--- src/rtl/out_reg_uart_tx_pkg.sv ---
// uart_pkg: shared types, constants and helpers for the output-register UART.
//
// Contents:
//   seq_state_t     - character sequencer states (parent module)
//   tx_state_t      - byte serializer states (uart_tx_byte)
//   CHAR_CR/CHAR_LF - line terminator characters sent after each word
//   clks_per_bit()  - clock cycles per UART bit, truncated
//   nibble_to_ascii - 4-bit value to uppercase ASCII hex digit
//
// Build option: UART_PARITY_EN adds the TX_PARITY state (8E1 framing).

package uart_pkg;

    typedef enum logic [1:0] {
        SEQ_IDLE,
        SEQ_LOAD,
        SEQ_WAIT
    } seq_state_t;

    typedef enum logic [2:0] {
        TX_IDLE,
        TX_START,
        TX_DATA,
`ifdef UART_PARITY_EN
        TX_PARITY,
`endif
        TX_STOP
    } tx_state_t;

    localparam logic [7:0] CHAR_CR = 8'h0D;
    localparam logic [7:0] CHAR_LF = 8'h0A;

    function automatic int clks_per_bit(input int clk_freq, input int baud);
        return clk_freq / baud;
    endfunction

    function automatic logic [7:0] nibble_to_ascii(input logic [3:0] nib);
        // 'A' is 0x41, so digits 10..15 sit at 0x37 + value
        return (nib < 4'd10) ? (8'h30 + {4'h0, nib}) : (8'h37 + {4'h0, nib});
    endfunction

endpackage

--- src/rtl/out_reg_uart_tx_if.sv ---
// out_reg_uart_tx_if: write port and status flags between the CPU output
// register logic (master) and the UART hex transmitter (slave).
//
// Signals:
//   wr_en     - one-cycle write strobe
//   wr_data   - word to transmit
//   full      - transmit FIFO holds FIFO_DEPTH words
//   busy      - transmitter has work in flight
//   overflow  - sticky: a write was dropped because the FIFO was full

interface out_reg_uart_tx_if #(
    parameter int DATA_WIDTH = 16
);
    logic                  wr_en;
    logic [DATA_WIDTH-1:0] wr_data;
    logic                  full;
    logic                  busy;
    logic                  overflow;

    modport master (
        output wr_en, wr_data,
        input  full, busy, overflow
    );

    modport slave (
        input  wr_en, wr_data,
        output full, busy, overflow
    );
endinterface

--- src/rtl/out_reg_uart_tx_byte.sv ---
// uart_tx_byte: serializes one byte per start pulse as start bit, 8 data
// bits LSB first, (optional even parity bit,) stop bit.
//
// Ports:
//   clk, a_reset_n - clock, asynchronous active-low reset
//   start          - one-cycle request to send tx_byte
//   tx_byte        - byte to send, sampled when start is high
//   done           - one-cycle pulse near the end of the stop bit
//   busy           - a frame is on the line
//   uart_tx        - registered serial output, idles high
//
// Build option: UART_PARITY_EN inserts the even parity bit before the stop bit.
//
// done fires four clocks before the stop bit ends. That lead covers the
// parent's sequencing pipeline, so the next start is already waiting when
// the stop bit expires and consecutive frames are gap-free. A start received
// during the stop bit is remembered in 'pending'. CLKS_PER_BIT must be >= 4.

module uart_tx_byte
    import uart_pkg::*;
#(
    parameter int CLKS_PER_BIT = 868
) (
    input  logic       clk,
    input  logic       a_reset_n,
    input  logic       start,
    input  logic [7:0] tx_byte,
    output logic       done,
    output logic       busy,
    output logic       uart_tx
);

    localparam int CW = $clog2(CLKS_PER_BIT);
    localparam logic [CW-1:0] CNT_LAST = CW'(CLKS_PER_BIT - 1);
    localparam logic [CW-1:0] CNT_DONE = CW'(CLKS_PER_BIT - 4);

    tx_state_t     state, state_nxt;
    logic [CW-1:0] cnt, cnt_nxt;
    logic [2:0]    bit_idx, bit_idx_nxt;
    logic [7:0]    shift, shift_nxt;
    logic          pending, pending_nxt;
    logic          line_nxt;
    logic          bit_end;
`ifdef UART_PARITY_EN
    logic          par, par_nxt;
`endif

    // State and datapath registers; uart_tx is loaded from the next-state
    // line value so the pin is a flop that changes with the state.
    always_ff @(posedge clk or negedge a_reset_n) begin
        if (!a_reset_n) begin
            state   <= TX_IDLE;
            cnt     <= '0;
            bit_idx <= '0;
            shift   <= '0;
            pending <= 1'b0;
            uart_tx <= 1'b1;
`ifdef UART_PARITY_EN
            par     <= 1'b0;
`endif
        end else begin
            state   <= state_nxt;
            cnt     <= cnt_nxt;
            bit_idx <= bit_idx_nxt;
            shift   <= shift_nxt;
            pending <= pending_nxt;
            uart_tx <= line_nxt;
`ifdef UART_PARITY_EN
            par     <= par_nxt;
`endif
        end
    end

    // Next-state logic: each state lasts CLKS_PER_BIT clocks per bit.
    always_comb begin
        state_nxt   = state;
        cnt_nxt     = cnt;
        bit_idx_nxt = bit_idx;
        shift_nxt   = shift;
        pending_nxt = pending;
        done        = 1'b0;
        bit_end     = (cnt == CNT_LAST);
`ifdef UART_PARITY_EN
        par_nxt     = par;
`endif
        case (state)
            TX_IDLE: begin
                if (start) begin
                    state_nxt = TX_START;
                    cnt_nxt   = '0;
                    shift_nxt = tx_byte;
`ifdef UART_PARITY_EN
                    par_nxt   = ^tx_byte;
`endif
                end
            end
            TX_START: begin
                cnt_nxt = cnt + CW'(1);
                if (bit_end) begin
                    state_nxt   = TX_DATA;
                    cnt_nxt     = '0;
                    bit_idx_nxt = '0;
                end
            end
            TX_DATA: begin
                cnt_nxt = cnt + CW'(1);
                if (bit_end) begin
                    cnt_nxt = '0;
                    if (bit_idx == 3'd7) begin
`ifdef UART_PARITY_EN
                        state_nxt = TX_PARITY;
`else
                        state_nxt = TX_STOP;
`endif
                    end else begin
                        bit_idx_nxt = bit_idx + 3'd1;
                        shift_nxt   = shift >> 1;
                    end
                end
            end
`ifdef UART_PARITY_EN
            TX_PARITY: begin
                cnt_nxt = cnt + CW'(1);
                if (bit_end) begin
                    state_nxt = TX_STOP;
                    cnt_nxt   = '0;
                end
            end
`endif
            TX_STOP: begin
                cnt_nxt = cnt + CW'(1);
                done    = (cnt == CNT_DONE);
                // The shift register is idle during the stop bit, so the
                // next byte can be parked there early.
                if (start) begin
                    shift_nxt   = tx_byte;
                    pending_nxt = 1'b1;
`ifdef UART_PARITY_EN
                    par_nxt     = ^tx_byte;
`endif
                end
                if (bit_end) begin
                    cnt_nxt     = '0;
                    pending_nxt = 1'b0;
                    state_nxt   = (start || pending) ? TX_START : TX_IDLE;
                end
            end
            default: state_nxt = TX_IDLE;
        endcase

        case (state_nxt)
            TX_START:  line_nxt = 1'b0;
            TX_DATA:   line_nxt = shift_nxt[0];
`ifdef UART_PARITY_EN
            TX_PARITY: line_nxt = par_nxt;
`endif
            default:   line_nxt = 1'b1;
        endcase
    end

    assign busy = (state != TX_IDLE);

endmodule

--- src/rtl/out_reg_uart_tx.sv ---
// out_reg_uart_tx: captures words written to the CPU output register,
// queues them in a FIFO and sends each as uppercase ASCII hex (MSB nibble
// first) followed by CR LF on a UART line.
//
// Ports:
//   clk        - system clock
//   a_reset_n  - asynchronous active-low reset
//   wr_bus     - slave side of out_reg_uart_tx_if (wr_en/wr_data in,
//                full/busy/overflow out)
//   uart_tx    - serial line to the USB-UART, idles high
//
// Build option: UART_PARITY_EN selects 8E1 framing in uart_tx_byte.
//
// Timing from an idle start: push at edge N, pop into the word register at
// N+1, byte handed to the serializer at N+2, start bit on the pin at N+3.

module out_reg_uart_tx
    import uart_pkg::*;
#(
    parameter int DATA_WIDTH = 16,
    parameter int CLK_FREQ   = 100000000,
    parameter int BAUD       = 115200,
    parameter int FIFO_DEPTH = 4
) (
    input  logic               clk,
    input  logic               a_reset_n,
    out_reg_uart_tx_if.slave   wr_bus,
    output logic               uart_tx
);

    localparam int CPB     = clks_per_bit(CLK_FREQ, BAUD);
    localparam int NIBBLES = DATA_WIDTH / 4;
    localparam int NCHARS  = NIBBLES + 2;
    localparam int IW      = $clog2(NCHARS);
    localparam int AW      = $clog2(FIFO_DEPTH);
    localparam int CW      = $clog2(FIFO_DEPTH + 1);
    localparam logic [IW-1:0] LAST_CHAR = IW'(NCHARS - 1);

    logic [DATA_WIDTH-1:0] mem [FIFO_DEPTH];
    logic [AW-1:0]         wr_ptr, rd_ptr;
    logic [CW-1:0]         count;
    logic                  push, pop, full, empty;
    logic                  overflow_q;

    seq_state_t            seq, seq_nxt;
    logic [IW-1:0]         char_idx, char_idx_nxt;
    logic [DATA_WIDTH-1:0] word_q, word_nxt;
    logic [7:0]            byte_q, byte_nxt;
    logic                  start_q, start_nxt;
    logic                  byte_done, byte_busy;

    function automatic logic [7:0] char_at(input logic [DATA_WIDTH-1:0] w,
                                           input logic [IW-1:0] idx);
        logic [DATA_WIDTH-1:0] sh;
        logic [7:0]            c;
        sh = w >> (4 * (NIBBLES - 1 - int'(idx)));
        if (idx == IW'(NIBBLES))
            c = CHAR_CR;
        else if (idx == LAST_CHAR)
            c = CHAR_LF;
        else
            c = nibble_to_ascii(sh[3:0]);
        return c;
    endfunction

    // full comes from the registered count, so a same-cycle pop never
    // makes room for a write.
    assign full  = (count == CW'(FIFO_DEPTH));
    assign empty = (count == '0);
    assign push  = wr_bus.wr_en && !full;

    assign wr_bus.full     = full;
    assign wr_bus.overflow = overflow_q;
    assign wr_bus.busy     = (seq != SEQ_IDLE) || !empty || byte_busy;

    // FIFO storage is not reset; only the pointers and count define contents.
    always_ff @(posedge clk) begin
        if (push)
            mem[wr_ptr] <= wr_bus.wr_data;
    end

    // FIFO pointers, occupancy and the sticky overflow flag.
    always_ff @(posedge clk or negedge a_reset_n) begin
        if (!a_reset_n) begin
            wr_ptr     <= '0;
            rd_ptr     <= '0;
            count      <= '0;
            overflow_q <= 1'b0;
        end else begin
            if (push)
                wr_ptr <= wr_ptr + AW'(1);
            if (pop)
                rd_ptr <= rd_ptr + AW'(1);
            case ({push, pop})
                2'b10:   count <= count + CW'(1);
                2'b01:   count <= count - CW'(1);
                default: count <= count;
            endcase
            if (wr_bus.wr_en && full)
                overflow_q <= 1'b1;
        end
    end

    // Sequencer registers: state, word being sent, character index and the
    // registered byte/start handed to the serializer.
    always_ff @(posedge clk or negedge a_reset_n) begin
        if (!a_reset_n) begin
            seq      <= SEQ_IDLE;
            char_idx <= '0;
            word_q   <= '0;
            byte_q   <= '0;
            start_q  <= 1'b0;
        end else begin
            seq      <= seq_nxt;
            char_idx <= char_idx_nxt;
            word_q   <= word_nxt;
            byte_q   <= byte_nxt;
            start_q  <= start_nxt;
        end
    end

    // Sequencer: pop a word, then issue its characters one at a time,
    // advancing on each serializer done pulse.
    always_comb begin
        seq_nxt      = seq;
        char_idx_nxt = char_idx;
        word_nxt     = word_q;
        byte_nxt     = byte_q;
        start_nxt    = 1'b0;
        pop          = 1'b0;
        case (seq)
            SEQ_IDLE: begin
                if (!empty) begin
                    pop          = 1'b1;
                    word_nxt     = mem[rd_ptr];
                    char_idx_nxt = '0;
                    seq_nxt      = SEQ_LOAD;
                end
            end
            SEQ_LOAD: begin
                byte_nxt  = char_at(word_q, char_idx);
                start_nxt = 1'b1;
                seq_nxt   = SEQ_WAIT;
            end
            SEQ_WAIT: begin
                if (byte_done) begin
                    if (char_idx == LAST_CHAR) begin
                        seq_nxt = SEQ_IDLE;
                    end else begin
                        char_idx_nxt = char_idx + IW'(1);
                        seq_nxt      = SEQ_LOAD;
                    end
                end
            end
            default: seq_nxt = SEQ_IDLE;
        endcase
    end

    uart_tx_byte #(
        .CLKS_PER_BIT(CPB)
    ) u_tx_byte (
        .clk       (clk),
        .a_reset_n (a_reset_n),
        .start     (start_q),
        .tx_byte   (byte_q),
        .done      (byte_done),
        .busy      (byte_busy),
        .uart_tx   (uart_tx)
    );

endmodule

--- src/flat_wrapper.sv ---
// flat-port wrapper written by rule: the top's interface ports become plain ports
module out_reg_uart_tx_flat import uart_pkg::*;
#(
    parameter int DATA_WIDTH = 16,
    parameter int CLK_FREQ   = 100000000,
    parameter int BAUD       = 115200,
    parameter int FIFO_DEPTH = 4
)
  (clk, a_reset_n, uart_tx, wr_bus_wr_en, wr_bus_wr_data, wr_bus_full, wr_bus_busy, wr_bus_overflow);
  out_reg_uart_tx_if #(.DATA_WIDTH(DATA_WIDTH)) wr_bus_i ();
  input  logic clk;
  input  logic a_reset_n;
  output logic uart_tx;
  input wire logic [$bits(wr_bus_i.wr_en)-1:0] wr_bus_wr_en;
  input wire logic [$bits(wr_bus_i.wr_data)-1:0] wr_bus_wr_data;
  output wire logic [$bits(wr_bus_i.full)-1:0] wr_bus_full;
  output wire logic [$bits(wr_bus_i.busy)-1:0] wr_bus_busy;
  output wire logic [$bits(wr_bus_i.overflow)-1:0] wr_bus_overflow;
  assign wr_bus_i.wr_en = wr_bus_wr_en;
  assign wr_bus_i.wr_data = wr_bus_wr_data;
  assign wr_bus_full = wr_bus_i.full;
  assign wr_bus_busy = wr_bus_i.busy;
  assign wr_bus_overflow = wr_bus_i.overflow;
  out_reg_uart_tx #(.DATA_WIDTH(DATA_WIDTH), .CLK_FREQ(CLK_FREQ), .BAUD(BAUD), .FIFO_DEPTH(FIFO_DEPTH)) u_core (.clk(clk), .a_reset_n(a_reset_n), .wr_bus(wr_bus_i), .uart_tx(uart_tx));
endmodule
--- config.mk ---
export PLATFORM = sky130hd
export DESIGN_NAME = out_reg_uart_tx_flat
export DESIGN_NICKNAME = d
export VERILOG_FILES = /design/src/rtl/out_reg_uart_tx_pkg.sv /design/src/rtl/out_reg_uart_tx_if.sv /design/src/rtl/out_reg_uart_tx_byte.sv /design/src/rtl/out_reg_uart_tx.sv /design/src/flat_wrapper.sv
export SDC_FILE = /design/constraint.sdc
export NUM_CORES = 1
export LEC_CHECK = 0
export CORE_MARGIN = 2
export CORE_UTILIZATION = 50
export CTS_CLUSTER_DIAMETER = 150
export DETAILED_ROUTE_END_ITERATION = 12
export PLACE_DENSITY = 0.68
export SLEW_MARGIN = 20
export SYNTH_ARGS = -nofsm -noshare
export SYNTH_HDL_FRONTEND = slang
export SYNTH_SLANG_ARGS = --single-unit
--- constraint.sdc ---
create_clock -name clk -period 3 [get_ports clk]
set_clock_uncertainty 0.1 [all_clocks]
set_input_delay 0.45 -clock clk [delete_from_list [all_inputs] [get_ports clk]]
set_output_delay 0.45 -clock clk [all_outputs]
set_load 0.01 [all_outputs]
==> impl_metrics.toml, run 1 <==
[floorplan]
rows = 38
coreArea_um2 = 10800
die_h_um = 109
die_w_um = 109
start_util_pct = 50.9
boundaryPins = 23
die-area_um2 = 11800

[placed_design]
post-place-ws_ps = 559
place.gp.congestion = 0.864
port_buffers = 22
place_inst = 536
dp_hpwl_um = 6130

[flow_run]
cap_violations = 0

[timing]
max_freq_ghz = 0.395
min_period_ps = 2530
hold_viol = 0
worst_slack_ps = 466
setup_violations = 0
worst_slew_pin_slew_ps = 824
fin_tns_setup_ps = 0
min_period_over_period_pct = 84.5
drv_slew = 0
worst_slew_margin_rel_pct = 45.1
rsz0062_at_grt = "false"

[layout]
fillers = 797
final_layout_size_suffix_gt1_share_pct = 20.5
nets = 449
area_delta_synth_final_pct = 18.3
antennaDiodeCount = 0
instances_no_fill = 569

[power_and_ir_drop]
leakage_uw = 0.00250
seqPwrFrac_pct = 40.5
p_per_area_nw_per_um2 = 1010
internal_power_uw = 4530
power_frac_comb_pct = 29.1
pwr-share-clk_pct = 30.3
swShare_pct = 31.1
vdd_drop_max_v = 0.000661
p_sw_uw = 2050

[detailed_routing]
via_count = 3186
topRoutingLayerUsed = "met4"
first_pass_iters = 4
m1WireLength_um = 4270
routed_wl_um = 9600
via_per_inst = 5.60
routedWlPerCell_um = 16.9
ant_nets = 0
drc = 0
drtIter0Drc = 251
wl_met3_um = 322
dr_wl_met2_um = 4930

[global_routing]
antenna_found_initial = 0
grt_pass1_wl_um = 16000
grt_max_degree = 33
overflow = 0
grt_usage_pct = 18.4
grt_pass1_vias = 3213

[logic_synthesis]
synth_top_area_cell = "edfxtp_1"
yosys-top-cells-count = "edfxtp_1, dfrtp_1, nand2_1, mux4_2, mux2_2"
ys_types = 50
syn_nets = 414
yosysSeqAreaShare_pct = 63.2
syn_area_per_cell_um2 = 14.4
synth.area.top_cells = "edfxtp_1, dfrtp_1, mux4_2, mux2_2, ha_1"
netlist_instances = 381
synth_async_sr_flop_share_pct = 49.2
synth-main-ff-cell = "edfxtp_1"
netlist_area_um2 = 5500
synth_warnings = 0
netlist.area_leader.share_pct = 35.0
synth_edf_count = 64
synth-seq-cells = 126
synth_most_common_cell = "edfxtp_1"

[clocking]
path_clk_slew_ps = 60
cts_sinks = 126
cts_resized = 0
cts_setup_buffers = 0
clockBufferDepth = 2
postCtsHoldBufs = 1
cts_tree = "done"
cts_buffers = 17
clockRootBuffer = "clkbuf_8"
clock_latency_ps = 510
htreeDepth = 4

[outcome]
outcome = "completed"

[hold_path]
hold_path.class = "flop to flop"

[critical_path]
worstPathArrival_ps = 1980
critPathKind = "flop to primary output"
end_kind = "primary output"
start_kind = "flop"
crit_required_ps = 2450
crit_path_max_fanout = 13
worst paths after layout:
kind | start | to | slack [ps] | cells past startpoint
worst min register to register | u_core.wr_bus.overflow | u_core.wr_bus.overflow | 380 | 1
worst max register to register | u_core.u_tx_byte.bit_idx[0] | u_core.u_tx_byte.uart_tx | 570 | 7
max in group asynchronous | a_reset_n | u_core.u_tx_byte.uart_tx | 1690 | 3
worst min-delay path | u_core.wr_bus.overflow | u_core.wr_bus.overflow | 380 | 1
worst max-delay path | u_core.u_tx_byte.state[0] | wr_bus_busy | 470 | 3
min in group asynchronous | a_reset_n | u_core.u_tx_byte.cnt[5] | 440 | 2
layout make-up:
class                   count  area (um^2)  share of cell area (%)
multi-input cells         222         1900                    29.2
flip-flops and latches    126         3470                    53.4
inverters                  17         63.8                   0.981
well taps                 140          175                    2.69
repair buffers             32          305                    4.70
clock buffers              18          428                    6.58
clock inverters            14          160                    2.46
logic make-up (layout without fill, tap and decap cells):
group                      Yosys count  after routing  synth area share, %
other                                1              1               0.0682
DFF                                126            126                 63.2
buffers and inverters               33             81                 2.39
and+or+nand+nor                     91             91                 8.76
muxes                               43             43                 12.8
adders and majority gates           14             14                 3.32
AOI/OAI and AO/OA                   60             60                 7.35
xor gates and xnor gates            13             13                 2.07
sequential cells by signal (all words and copies together) (netlist names):
register,cells
u_core.byte_q,7
u_core.u_tx_byte.cnt,10
u_core.mem,64
u_core.u_tx_byte.uart_tx,1
u_core.seq,2
u_core.start_q,1
u_core.wr_ptr,2
u_core.u_tx_byte.bit_idx,3
u_core.rd_ptr,2
u_core.count,3
u_core.u_tx_byte.pending,1
u_core.u_tx_byte.shift,7
u_core.wr_bus.overflow,1
u_core.u_tx_byte.state,3
u_core.char_idx,3
u_core.word_q,16
routing by layer:
metal,vias to the layer above,track usage [%]
li1,1500,-
met1,1618,23.2
met2,62,30.2
met3,6,5.08
met4,0,7.23
met5,-,0
power by group through the flow:
stage | clock network [uW] | logic [uW] | registers [uW]
2_1_floorplan | 0 | 1550 | 2530
3_3_place_gp | 0 | 1880 | 2680
3_5_place_dp | 0 | 1930 | 2700
4_1_cts | 2040 | 1940 | 2670
5_1_grt | 2120 | 2130 | 2730
6_report | 2000 | 1920 | 2670
worst max-delay path, stage by stage, from the launching register on:
cell             delay [ps]
dfrtp_1                 640
nor2_1                  150
nand3_1                 140
clkdlybuf4s50_1         550
cells in the final DEF (no fill, tap or decap), drive strengths merged, types with 10 or more instances in the layout:
| cell type | instances |
|---|---|
| o21ai | 18 |
| ha | 13 |
| edfxtp | 64 |
| dfrtp | 61 |
| mux2 | 19 |
| clkbuf | 18 |
| nor2 | 14 |
| clkdlybuf4s50 | 21 |
| inv | 21 |
| buf | 10 |
| mux4 | 20 |
| nand2 | 28 |
metrics by stage:
step | total power [uW] | hold slack [ps] | cell area, um^2 | util (%)
after floorplan | 4080 | 54.4 | 5500 | -
after global placement | 4560 | 340 | 5900 | 54.7
after detailed placement | 4630 | 362 | 5900 | 54.7
after CTS | 6650 | 378 | 6500 | 60.2
after global routing | 6980 | 401 | 6500 | 60.2
final | 6580 | 376 | 6500 | 60.2
(Power assumes the default switching activity.)
==> run 2: changes to the inputs <==
==> constraint.sdc (replaced) <==
create_clock -name clk -period 2.5 [get_ports clk]
set_clock_uncertainty 0.1 [all_clocks]
set_input_delay 0.375 -clock clk [delete_from_list [all_inputs] [get_ports clk]]
set_output_delay 0.375 -clock clk [all_outputs]
set_load 0.01 [all_outputs]
==> run 2 against run 1 <==
Global-route usage increased by 0.58 points. Die area unchanged. Sequential share of layout area decreased by 0.33 points. Routed wire length increased by 3.1%. Critical path type unchanged. Cell count increased by 0.88%. Sequential cell count unchanged. Critical endpoint unchanged. First-iteration DRC count decreased by 25%. Largest power group unchanged. Highest routed layer unchanged.
==> impl_metrics.toml, run 2 (same netlist as run 1, synthesis figures left out) <==
[layout]
layout_commonest_cell = "edfxtp_1"
largest-register = "u_core.mem"
final_cell_mix = "edfxtp_1, dfrtp_1, nand2_1"
largest_reg_flops = 64
final_util_pct = 60.6
antennaDiodeCount = 0
area_delta_synth_final_pct = 19.1
top_regs = "u_core.mem: 64 flops, u_core.word_q: 16 flops, u_core.u_tx_byte.cnt: 10 flops"
final_layout_size_suffix_gt1_share_pct = 21.9
nets = 454
instances_no_fill = 574
fillers = 797

[power_and_ir_drop]
vdd_drop_max_v = 0.000661
seqPwrFrac_pct = 40.2
internal_power_uw = 5450
leakage_uw = 0.00252
power_frac_comb_pct = 30.0
p_sw_uw = 2490
pwr-share-clk_pct = 29.8
swShare_pct = 31.4
p_per_area_nw_per_um2 = 1210

[clocking]
path_clk_slew_ps = 60
clockRootBuffer = "clkbuf_8"
htreeDepth = 4
clock_latency_ps = 520
cts_tree = "done"
cts_setup_buffers = 0
cts_buffers = 17
cts_sinks = 126
clockBufferDepth = 2

[timing]
max_freq_ghz = 0.417
rsz0062_at_grt = "false"
setup_violations = 0
fin_tns_setup_ps = 0
worst_slew_margin_rel_pct = 63.7
worst_slew_pin_slew_ps = 545
drv_slew = 0
min_period_ps = 2400
hold_viol = 0
min_period_over_period_pct = 95.9

[critical_path]
max_stage_delay_ps = 500
worstPathArrival_ps = 1920
end_kind = "primary output"
crit_path_max_fanout = 12
crit_start = "u_core.u_tx_byte.state[1]"
critPathBufInv = 2
start_kind = "flop"
critPathKind = "flop to primary output"
cp_cell_sequence = "buf_4, nor2_1, nand3_1, clkdlybuf4s50_1"
r2r_start = "u_core.u_tx_byte.bit_idx[0]"
slowest_stage = "clkdlybuf4s50_1"
crit_family = "buffers and inverters"
crit_required_ps = 2030

[floorplan]
start_util_pct = 50.9
die-area_um2 = 11800
coreArea_um2 = 10800
boundaryPins = 23
rows = 38
die_h_um = 109
die_w_um = 109

[detailed_routing]
via_per_inst = 5.61
routed_wl_um = 9890
drtIter0Drc = 189
via_count = 3218
routedWlPerCell_um = 17.2
first_pass_iters = 4
drc = 0
ant_nets = 0

[placed_design]
place_inst = 541
place.gp.congestion = 0.797
port_buffers = 22
dp_hpwl_um = 6450

[hold_path]
hold_path.class = "primary input to asynchronous set/reset pin"

[global_routing]
grt_usage_pct = 18.9
overflow = 0
grt_max_degree = 41
grt_pass1_vias = 3377
grt_pass1_wl_um = 16500
antenna_found_initial = 0

[outcome]
outcome = "completed"

[flow_run]
cap_violations = 0
run 2: cell count changes in the layout (fill, tap and decap cells not counted), sizes merged:
cell      before  now
inv           21   22
clkbuf        18   17
buf           10   15
clkinv         8    6
clkinvlp       0    2
run 2: metal layers:
layer	track usage [%]	wire length (um)	vias to the layer above
met1	23.7	4350	1625
li1	-	-	1507
met5	0	0	-
met2	31.0	4960	64
met4	8.33	214	0
met3	5.26	371	22
run 2: layout make-up:
cell class	instances	area (um^2)	area share [%]
timing repair buffer	37	355	5.43
clock inverter	15	160	2.45
inverter	17	63.8	0.975
tap	140	175	2.68
multi-input combinational	222	1900	29.0
sequential	126	3480	53.1
clock buffer	17	414	6.33
run 2: metrics by stage:
stage	setup WS (ps)	hold slack [ps]	total power [uW]	instance area, um^2
4_1_cts	8.94	278	8010	6540
2_1_floorplan	281	-20.6	4890	5500
6_report	102	271	7940	6550
3_3_place_gp	284	277	5520	5950
5_1_grt	12.4	309	8420	6550
3_5_place_dp	231	292	5620	5950
run 2: repair_timing:
action	in CTS	in global routing
gates resized for setup	0	2
hold buffers	1	0
endpoints found under the setup margin	0	1
hold endpoints to repair	22	0
run 2: path summary, 6_finish.rpt:
check                                                    to  slack [ps]  cells after the start
worst max-delay path                            wr_bus_busy         100                      4
max in group asynchronous          u_core.u_tx_byte.uart_tx        1370                      3
worst min-delay path            u_core.u_tx_byte.bit_idx[1]         270                      2
worst min register to register    u_core.u_tx_byte.shift[3]         380                      2
min in group clk                  u_core.u_tx_byte.shift[3]         380                      2
worst max register to register     u_core.u_tx_byte.uart_tx         200                      7
run 2: power by group through the flow:
stage                     logic [uW]  clock network (uW)  registers, uW
final                           2380                2360           3190
after global routing            2650                2510           3270
after detailed placement        2400                   0           3220
after global placement          2320                   0           3200
after floorplan                 1860                   0           3040
after CTS                       2420                2410           3190
